File: config.mk
export PLATFORM = sky130hd
export DESIGN_NAME = control_main_vseq
export DESIGN_NICKNAME = d
export VERILOG_FILES = /design/src/rtl/control_main_vseq_pkg.sv /design/src/rtl/control_decode_comb.sv /design/src/rtl/control_main_vseq.sv
export SDC_FILE = /design/constraint.sdc
export NUM_CORES = 1
export LEC_CHECK = 0
export ABC_AREA = 0
export CORE_ASPECT_RATIO = 2
export CORE_MARGIN = 2
export CORE_UTILIZATION = 42
export DETAILED_ROUTE_END_ITERATION = 10
export GPL_TIMING_DRIVEN = 0
export PLACE_DENSITY = 0.81
export SYNTH_ARGS = -nofsm -noshare
export SYNTH_HDL_FRONTEND = slang
export SYNTH_SLANG_ARGS = --single-unit
File: constraint.sdc
create_clock -name clock -period 2 [get_ports clock]
set_input_delay 0.3 -clock clock [delete_from_list [all_inputs] [get_ports clock]]
set_output_delay 0.3 -clock clock [all_outputs]
set_load 0.1 [all_outputs]
File: src/rtl/control_main_vseq_pkg.sv
// Shared opcode, ALU-class and register-type codes for the ID-stage main control,
// plus the packed control word carried between decode and the vector sequencer.
package control_main_vseq_pkg;

    localparam logic [6:0] R_FORMAT      = 7'b0110011;
    localparam logic [6:0] I_COMP_FORMAT = 7'b0010011;
    localparam logic [6:0] I_LOAD_FORMAT = 7'b0000011;
    localparam logic [6:0] I_ENV_FORMAT  = 7'b1110011;
    localparam logic [6:0] JALR_FORMAT   = 7'b1100111;
    localparam logic [6:0] J_FORMAT      = 7'b1101111;
    localparam logic [6:0] S_FORMAT      = 7'b0100011;
    localparam logic [6:0] B_FORMAT      = 7'b1100011;
    localparam logic [6:0] LUI_FORMAT    = 7'b0110111;
    localparam logic [6:0] AUIPC_FORMAT  = 7'b0010111;
    localparam logic [6:0] VL_FORMAT     = 7'b0000111;
    localparam logic [6:0] VS_FORMAT     = 7'b0100111;

    localparam logic [2:0] ALU_R          = 3'd0;
    localparam logic [2:0] ALU_I_COMP     = 3'd1;
    localparam logic [2:0] ALU_LOAD_STORE = 3'd2;
    localparam logic [2:0] ALU_BRANCH     = 3'd3;
    localparam logic [2:0] ALU_LUI        = 3'd4;
    localparam logic [2:0] ALU_AUIPC      = 3'd5;
    localparam logic [2:0] ALU_J          = 3'd6;
    localparam logic [2:0] ALU_CSR        = 3'd7;

    localparam logic [1:0] REG_TYPE_X   = 2'b00;
    localparam logic [1:0] REG_TYPE_CSR = 2'b01;
    localparam logic [1:0] REG_TYPE_VEC = 2'b10;

    typedef struct packed {
        logic       reg_dst;
        logic       branch;
        logic       mem_read;
        logic       mem_write;
        logic       mem_to_reg;
        logic       alu_src;
        logic       reg_write;
        logic       jump;
        logic       jump_jalr;
        logic       in_a_is_pc;
        logic [1:0] reg_type;
        logic [2:0] alu_cntrl;
    } ctrl_t;

    localparam int CTRL_W = $bits(ctrl_t);

    typedef enum logic {
        ST_IDLE = 1'b0,
        ST_RUN  = 1'b1
    } state_t;

    function automatic ctrl_t bubble_ctrl();
        ctrl_t c;
        c           = '0;
        c.reg_type  = REG_TYPE_X;
        c.alu_cntrl = ALU_R;
        return c;
    endfunction

    function automatic logic is_vec_mem(input logic [6:0] op);
        return (op == VL_FORMAT) || (op == VS_FORMAT);
    endfunction

endpackage

File: src/rtl/control_decode_comb.sv
// Pure opcode -> control-word table; also used by the scalar pipeline, so it
// knows nothing about beats or stalls.
module control_decode_comb
    import control_main_vseq_pkg::*;
(
    input  logic              instr_valid,
    input  logic [6:0]        opcode,
    output logic [CTRL_W-1:0] ctrl
);

    ctrl_t c;

    always_comb begin
        c = bubble_ctrl();
        if (instr_valid) begin
            case (opcode)
                R_FORMAT: begin
                    c.reg_dst = 1'b1; c.reg_write = 1'b1; c.alu_cntrl = ALU_R;
                end
                I_COMP_FORMAT: begin
                    c.reg_dst = 1'b1; c.alu_src = 1'b1; c.reg_write = 1'b1;
                    c.alu_cntrl = ALU_I_COMP;
                end
                I_LOAD_FORMAT: begin
                    c.reg_dst = 1'b1; c.mem_read = 1'b1; c.mem_to_reg = 1'b1;
                    c.alu_src = 1'b1; c.reg_write = 1'b1; c.alu_cntrl = ALU_LOAD_STORE;
                end
                I_ENV_FORMAT: begin
                    c.reg_type = REG_TYPE_CSR; c.reg_dst = 1'b1; c.reg_write = 1'b1;
                    c.alu_cntrl = ALU_CSR;
                end
                JALR_FORMAT: begin
                    c.reg_dst = 1'b1; c.reg_write = 1'b1; c.jump_jalr = 1'b1;
                    c.in_a_is_pc = 1'b1; c.alu_cntrl = ALU_J;
                end
                J_FORMAT: begin
                    c.reg_dst = 1'b1; c.reg_write = 1'b1; c.jump = 1'b1;
                    c.in_a_is_pc = 1'b1; c.alu_cntrl = ALU_J;
                end
                S_FORMAT: begin
                    c.mem_write = 1'b1; c.alu_src = 1'b1; c.alu_cntrl = ALU_LOAD_STORE;
                end
                B_FORMAT: begin
                    c.branch = 1'b1; c.alu_cntrl = ALU_BRANCH;
                end
                LUI_FORMAT: begin
                    c.reg_dst = 1'b1; c.alu_src = 1'b1; c.reg_write = 1'b1;
                    c.alu_cntrl = ALU_LUI;
                end
                AUIPC_FORMAT: begin
                    c.reg_dst = 1'b1; c.alu_src = 1'b1; c.reg_write = 1'b1;
                    c.in_a_is_pc = 1'b1; c.alu_cntrl = ALU_AUIPC;
                end
                VL_FORMAT: begin
                    c.mem_read = 1'b1; c.mem_to_reg = 1'b1; c.reg_write = 1'b1;
                    c.reg_dst = 1'b1; c.reg_type = REG_TYPE_VEC; c.alu_cntrl = ALU_LOAD_STORE;
                end
                VS_FORMAT: begin
                    c.mem_write = 1'b1; c.reg_type = REG_TYPE_VEC; c.alu_cntrl = ALU_LOAD_STORE;
                end
                default: c = bubble_ctrl();
            endcase
        end
    end

    assign ctrl = c;

endmodule

File: src/rtl/control_main_vseq.sv
// ID-stage main control: scalar opcodes pass straight through the decode table,
// vector loads/stores are expanded into one control beat per memory beat.
module control_main_vseq
    import control_main_vseq_pkg::*;
#(
    parameter  int VLEN     = 128,
    parameter  int ELEN     = 32,
    parameter  int BEAT_W   = 32,
    localparam int EPB      = BEAT_W / ELEN,
    localparam int MAXBEATS = VLEN / BEAT_W,
    localparam int VLMAX    = VLEN / ELEN,
    localparam int VLW      = $clog2(VLMAX + 1),
    localparam int BW       = $clog2(MAXBEATS + 1)
) (
    input  logic           clock,
    input  logic           reset,
    input  logic           instr_valid,
    input  logic [6:0]     opcode,
    input  logic [VLW-1:0] vl,
    input  logic           mem_ready,
    output logic           RegDst,
    output logic           Branch,
    output logic           MemRead,
    output logic           MemWrite,
    output logic           MemToReg,
    output logic           ALUSrc,
    output logic           RegWrite,
    output logic           Jump,
    output logic           JumpJALR,
    output logic           inA_is_PC,
    output logic [1:0]     reg_type,
    output logic [2:0]     ALUcntrl,
    output logic           vec_mem,
    output logic [BW-1:0]  beat_idx,
    output logic [EPB-1:0] beat_mask,
    output logic [31:0]    addr_off,
    output logic           last_beat,
    output logic           id_stall,
    output logic           busy
);

    localparam int EPB_SH  = $clog2(EPB);
    localparam int BYTE_SH = $clog2(BEAT_W / 8);

    state_t         state_q, state_d;
    logic [BW-1:0]  beat_idx_q, beat_idx_d;
    logic [BW-1:0]  last_idx_q, last_idx_d;
    ctrl_t          op_q, op_d;
    logic [VLW-1:0] vl_q, vl_d;

    logic [CTRL_W-1:0] dec_bits;
    ctrl_t             dec_ctrl;
    ctrl_t             out_ctrl;
    logic              vec_op;
    logic              vec_accept;
    logic              last_run;
    logic [VLW-1:0]    vl_clamped;
    logic [VLW:0]      elem_ceil;
    logic [EPB-1:0]    mask_run;

    control_decode_comb u_decode (
        .instr_valid (instr_valid),
        .opcode      (opcode),
        .ctrl        (dec_bits)
    );

    assign dec_ctrl   = ctrl_t'(dec_bits);
    assign vec_op     = instr_valid && is_vec_mem(opcode);
    assign vec_accept = vec_op && (vl != '0);
    assign vl_clamped = (vl > VLW'(VLMAX)) ? VLW'(VLMAX) : vl;
    // Rounded-up element count; shifting by EPB_SH then gives ceil(vl/EPB).
    assign elem_ceil  = {1'b0, vl_clamped} + (VLW+1)'(EPB - 1);
    assign last_run   = (beat_idx_q == last_idx_q);

    for (genvar gi = 0; gi < EPB; gi++) begin : g_mask
        assign mask_run[gi] = ((32'(beat_idx_q) << EPB_SH) + 32'(gi)) < 32'(vl_q);
    end

    always_comb begin
        state_d    = state_q;
        beat_idx_d = beat_idx_q;
        last_idx_d = last_idx_q;
        op_d       = op_q;
        vl_d       = vl_q;
        case (state_q)
            ST_IDLE: begin
                if (vec_accept) begin
                    state_d    = ST_RUN;
                    beat_idx_d = '0;
                    op_d       = dec_ctrl;
                    vl_d       = vl_clamped;
                    last_idx_d = BW'((elem_ceil >> EPB_SH) - (VLW+1)'(1));
                end
            end
            ST_RUN: begin
                if (mem_ready) begin
                    if (last_run) begin
                        state_d    = ST_IDLE;
                        beat_idx_d = '0;
                    end else begin
                        beat_idx_d = beat_idx_q + BW'(1);
                    end
                end
            end
            default: state_d = ST_IDLE;
        endcase
    end

    always_ff @(posedge clock) begin
        if (reset) begin
            state_q    <= ST_IDLE;
            beat_idx_q <= '0;
            last_idx_q <= '0;
            op_q       <= bubble_ctrl();
            vl_q       <= '0;
        end else begin
            state_q    <= state_d;
            beat_idx_q <= beat_idx_d;
            last_idx_q <= last_idx_d;
            op_q       <= op_d;
            vl_q       <= vl_d;
        end
    end

    // In RUN every output is a function of registered state plus mem_ready only,
    // so a stalled beat stays stable until the memory takes it.
    always_comb begin
        out_ctrl  = bubble_ctrl();
        vec_mem   = 1'b0;
        beat_idx  = '0;
        beat_mask = '0;
        addr_off  = '0;
        last_beat = 1'b0;
        id_stall  = 1'b0;
        busy      = 1'b0;
        if (!reset) begin
            if (state_q == ST_RUN) begin
                out_ctrl  = op_q;
                vec_mem   = 1'b1;
                beat_idx  = beat_idx_q;
                beat_mask = mask_run;
                addr_off  = 32'(beat_idx_q) << BYTE_SH;
                last_beat = last_run;
                id_stall  = !(last_run && mem_ready);
                busy      = 1'b1;
            end else if (vec_op) begin
                id_stall = vec_accept;
            end else begin
                out_ctrl = dec_ctrl;
            end
        end
    end

    assign RegDst    = out_ctrl.reg_dst;
    assign Branch    = out_ctrl.branch;
    assign MemRead   = out_ctrl.mem_read;
    assign MemWrite  = out_ctrl.mem_write;
    assign MemToReg  = out_ctrl.mem_to_reg;
    assign ALUSrc    = out_ctrl.alu_src;
    assign RegWrite  = out_ctrl.reg_write;
    assign Jump      = out_ctrl.jump;
    assign JumpJALR  = out_ctrl.jump_jalr;
    assign inA_is_PC = out_ctrl.in_a_is_pc;
    assign reg_type  = out_ctrl.reg_type;
    assign ALUcntrl  = out_ctrl.alu_cntrl;

endmodule

==> key figures <==
Clock network
  – Clock transition at path regs: 80 ps
  – Clk_lat worst skew: roughly 270 ps
  – Clock root buffer: clkbuf_8
  – CTS sink cnt: 23
  – CTS tree: done
  – CTS Hold Buffers Added: 0
  – CTS max path bufs: 2
  – Max H-tree Level: 1
  – Cts bufs inserted: 3

Yosys
  – Seq/Total Area, Yosys: 0.299
  – Largest cells by area after synthesis: dfxtp_1 30%, buf_4 17%, and2_1 4.9%
  – YS warnings: 0
  – Primary FF master, synth: dfxtp_1
  – Distinct cells, synth: between 40 and 50
  – Area leader, netlist: dfxtp_1
  – Seq cells post-synth: 23
  – Synth cell count leaders: 35 x buf_4, 23 x dfxtp_1, 14 x nand2_1
  – Post-synth ARST share: 0
  – Post-synth top area share: 0.299
  – Post-synth EDFFs: 0
  – Cell count after synthesis: around 190
  – Top-count cell post-synth: buf_4
  – Avg Inst Size Synth: 8.19 sq um
  – Mapped cell area: between 0.0015 and 0.002 sq mm

Detailed routing
  – Final ANT Viol Nets: 0
  – Pre-antenna DRT Iters: 4
  – Iteration-0 DRC Markers: 21
  – WL/cell: ~13 um
  – Via count: 1,523
  – WL final: between 4000 and 5000 um
  – Number of vias per cell: 4.85
  – DRC: 0

STA
  – Min Tclk post-route: between 2000 and 2500 ps
  – Unrepaired setup endpoints after global routing: true
  – Setup Skew: ~5.3 ps
  – Relative slew slack: 0.639
  – Final hold vios: 0
  – Slew of the pin with the lowest slew margin: about 540 ps
  – Fin worst setup slack: -195 ps
  – Fmax: 456 MHz
  – Period utilisation layout: 1.10
  – Slew Viols, Final: 0
  – Setup violators final: 10

GRT
  – Largest net degree at the start of global routing: 13
  – Global route overflow: 0
  – First-pass GRT wire length: 6160 um
  – Vias in the first global route: 1,426
  – All-Layer GR Usage: 0.202
  – Initial antenna violation count: 0

Power and ir drop
  – PD cells: around 460 mW/mm^2
  – Leak: roughly 1.1 nW
  – Peak supply drop: 0.000377 V
  – Total power draw: 1.17 mW

Die
  – Chip height: 89.6 um
  – Core box area: about 0.0036 sq mm
  – I/O pins: 69
  – Total die area: 0.00420 sq mm
  – Starting Density: 0.432
  – Site Rows: 31
  – Chip width: 46.8 um

Outcome
  – Failing checks: negative setup slack
  – Status: finished, violations left

Worst setup path
  – Startpoint types: register
  – Max FO, Critical Path: 4
  – CP arrival: ~1900 ps
  – CP Class: reg2out
  – CP Capture Type: primary output
  – Req. time, crit path: roughly 1700 ps

Final layout
  – Layout area overhead: 65.0%
  – Fraction of layout cells with a size suffix above 1: 0.449
  – Final std cells w/o fill: about 310
  – Fin nets: between 200 and 300
  – Antenna diode count: 0
  – # fillers: slightly below 300

Placement
  – Port bufs: 37
  – Post-DP HPWL: around 3000 um
  – Placer Congestion: 0.913
  – Placed cell count: around 300

Hold path
  – Worst Hold Class: reg2reg

Run
  – Max_cap viols: 0
## worst max-delay path, cell delays in order (launching register included)
cell      delay (ps)
dfxtp_4          350
nand4b_1         290
or3_4            490
a21oi_4          140
a21o_4           120
buf_8             90
buf_12           160
## repair_timing
action                                  in CTS  in global routing
endpoints found under the setup margin      26                 22
pin swaps                                    8                  6
setup buffers                                6                  2
resized for setup                          217                 30
## state kept, by name, indices dropped and copies added, names as in the netlist
register    count
op_q           13
beat_idx_q      3
last_idx_q      3
vl_q            3
state_q         1
## power breakdown
group	leakage, nW	total, mW	switching [mW]	internal (mW)
logic	0.933	0.419	0.325	0.0940
clock network	0.0228	0.292	0.150	0.142
registers	0.188	0.458	0.000932	0.457
## path summary, 6_finish.rpt
path                          endpoint                  from  depth (start not counted)  slack [ps]
setup / recovery              RegWrite    state_q$_SDFF_PP0_                          6        -200
hold / removal    vl_q[1]$_SDFFE_PP0P_  vl_q[1]$_SDFFE_PP0P_                          2         460
setup reg to reg  op_q[7]$_SDFFE_PP0P_    state_q$_SDFF_PP0_                          5         440
hold reg to reg   vl_q[1]$_SDFFE_PP0P_  vl_q[1]$_SDFFE_PP0P_                          2         460
## final cells by class
class | instances | area, sq um | area share
plain buffers | 42 | 338 | 0.133
well taps | 49 | 61.3 | 0.0241
clock buffers | 4 | 45.0 | 0.0177
inverters | 7 | 31.3 | 0.0123
multi-input cells | 144 | 1050 | 0.413
flip-flops and latches | 23 | 468 | 0.184
repair buffers | 45 | 548 | 0.216
## logic make-up after synthesis
kind of cell	synth area share
AO/OA/AOI/OAI	0.175
other	0.00243
adder cells (fa/ha/maj)	0.0325
buffers and inverters	0.212
XOR/XNOR	0.0227
flip-flops	0.299
AND/OR/NAND/NOR	0.250
multiplexers	0.00650
## metal layers
| layer | routed length (um) | part of all wire | GRT usage | up-vias |
|---|---|---|---|---|
| met3 | 222 | 0.054 | 0.0240 | 12 |
| met2 | 2470 | 0.60 | 0.394 | 69 |
| met1 | 1350 | 0.32 | 0.188 | 705 |
| met5 | 0 | 0 | 0 | - |
| met4 | 105 | 0.025 | 0.101 | 0 |
| li1 | - | - | - | 737 |
## cells in the final DEF, fill, tap and decap left out, drive strengths merged, types with 5 or more instances in the layout
| cell type | synthesis | routed |
|---|---|---|
| clkbuf | 4 | 10 |
| and2 | 12 | 12 |
| nand2 | 14 | 14 |
| inv | 6 | 6 |
| conb | 1 | 29 |
| nor2 | 14 | 14 |
| clkdlybuf4s50 | 0 | 5 |
| nand2b | 5 | 5 |
| dfxtp | 23 | 23 |
| a21oi | 13 | 13 |
| buf | 38 | 71 |
| dlygate4sd2 | 0 | 5 |
| o21ai | 7 | 7 |
| a32o | 5 | 5 |
## stage by stage
step | worst slack [ps] | setup TNS, ps | util | hold WS (ps) | cell area [sq um]
CTS | -225 | -1530 | 0.685 | 458 | 2440
detailed placement | -1460 | -31950 | 0.619 | 444 | 2210
global placement | -1510 | -32830 | 0.619 | 442 | 2210
finish | -195 | -1310 | 0.712 | 458 | 2540
global route | -251 | -1850 | 0.712 | 479 | 2540
floorplan | -278 | -368 | - | 430 | 1780
Power figures use the tool's default switching activity.
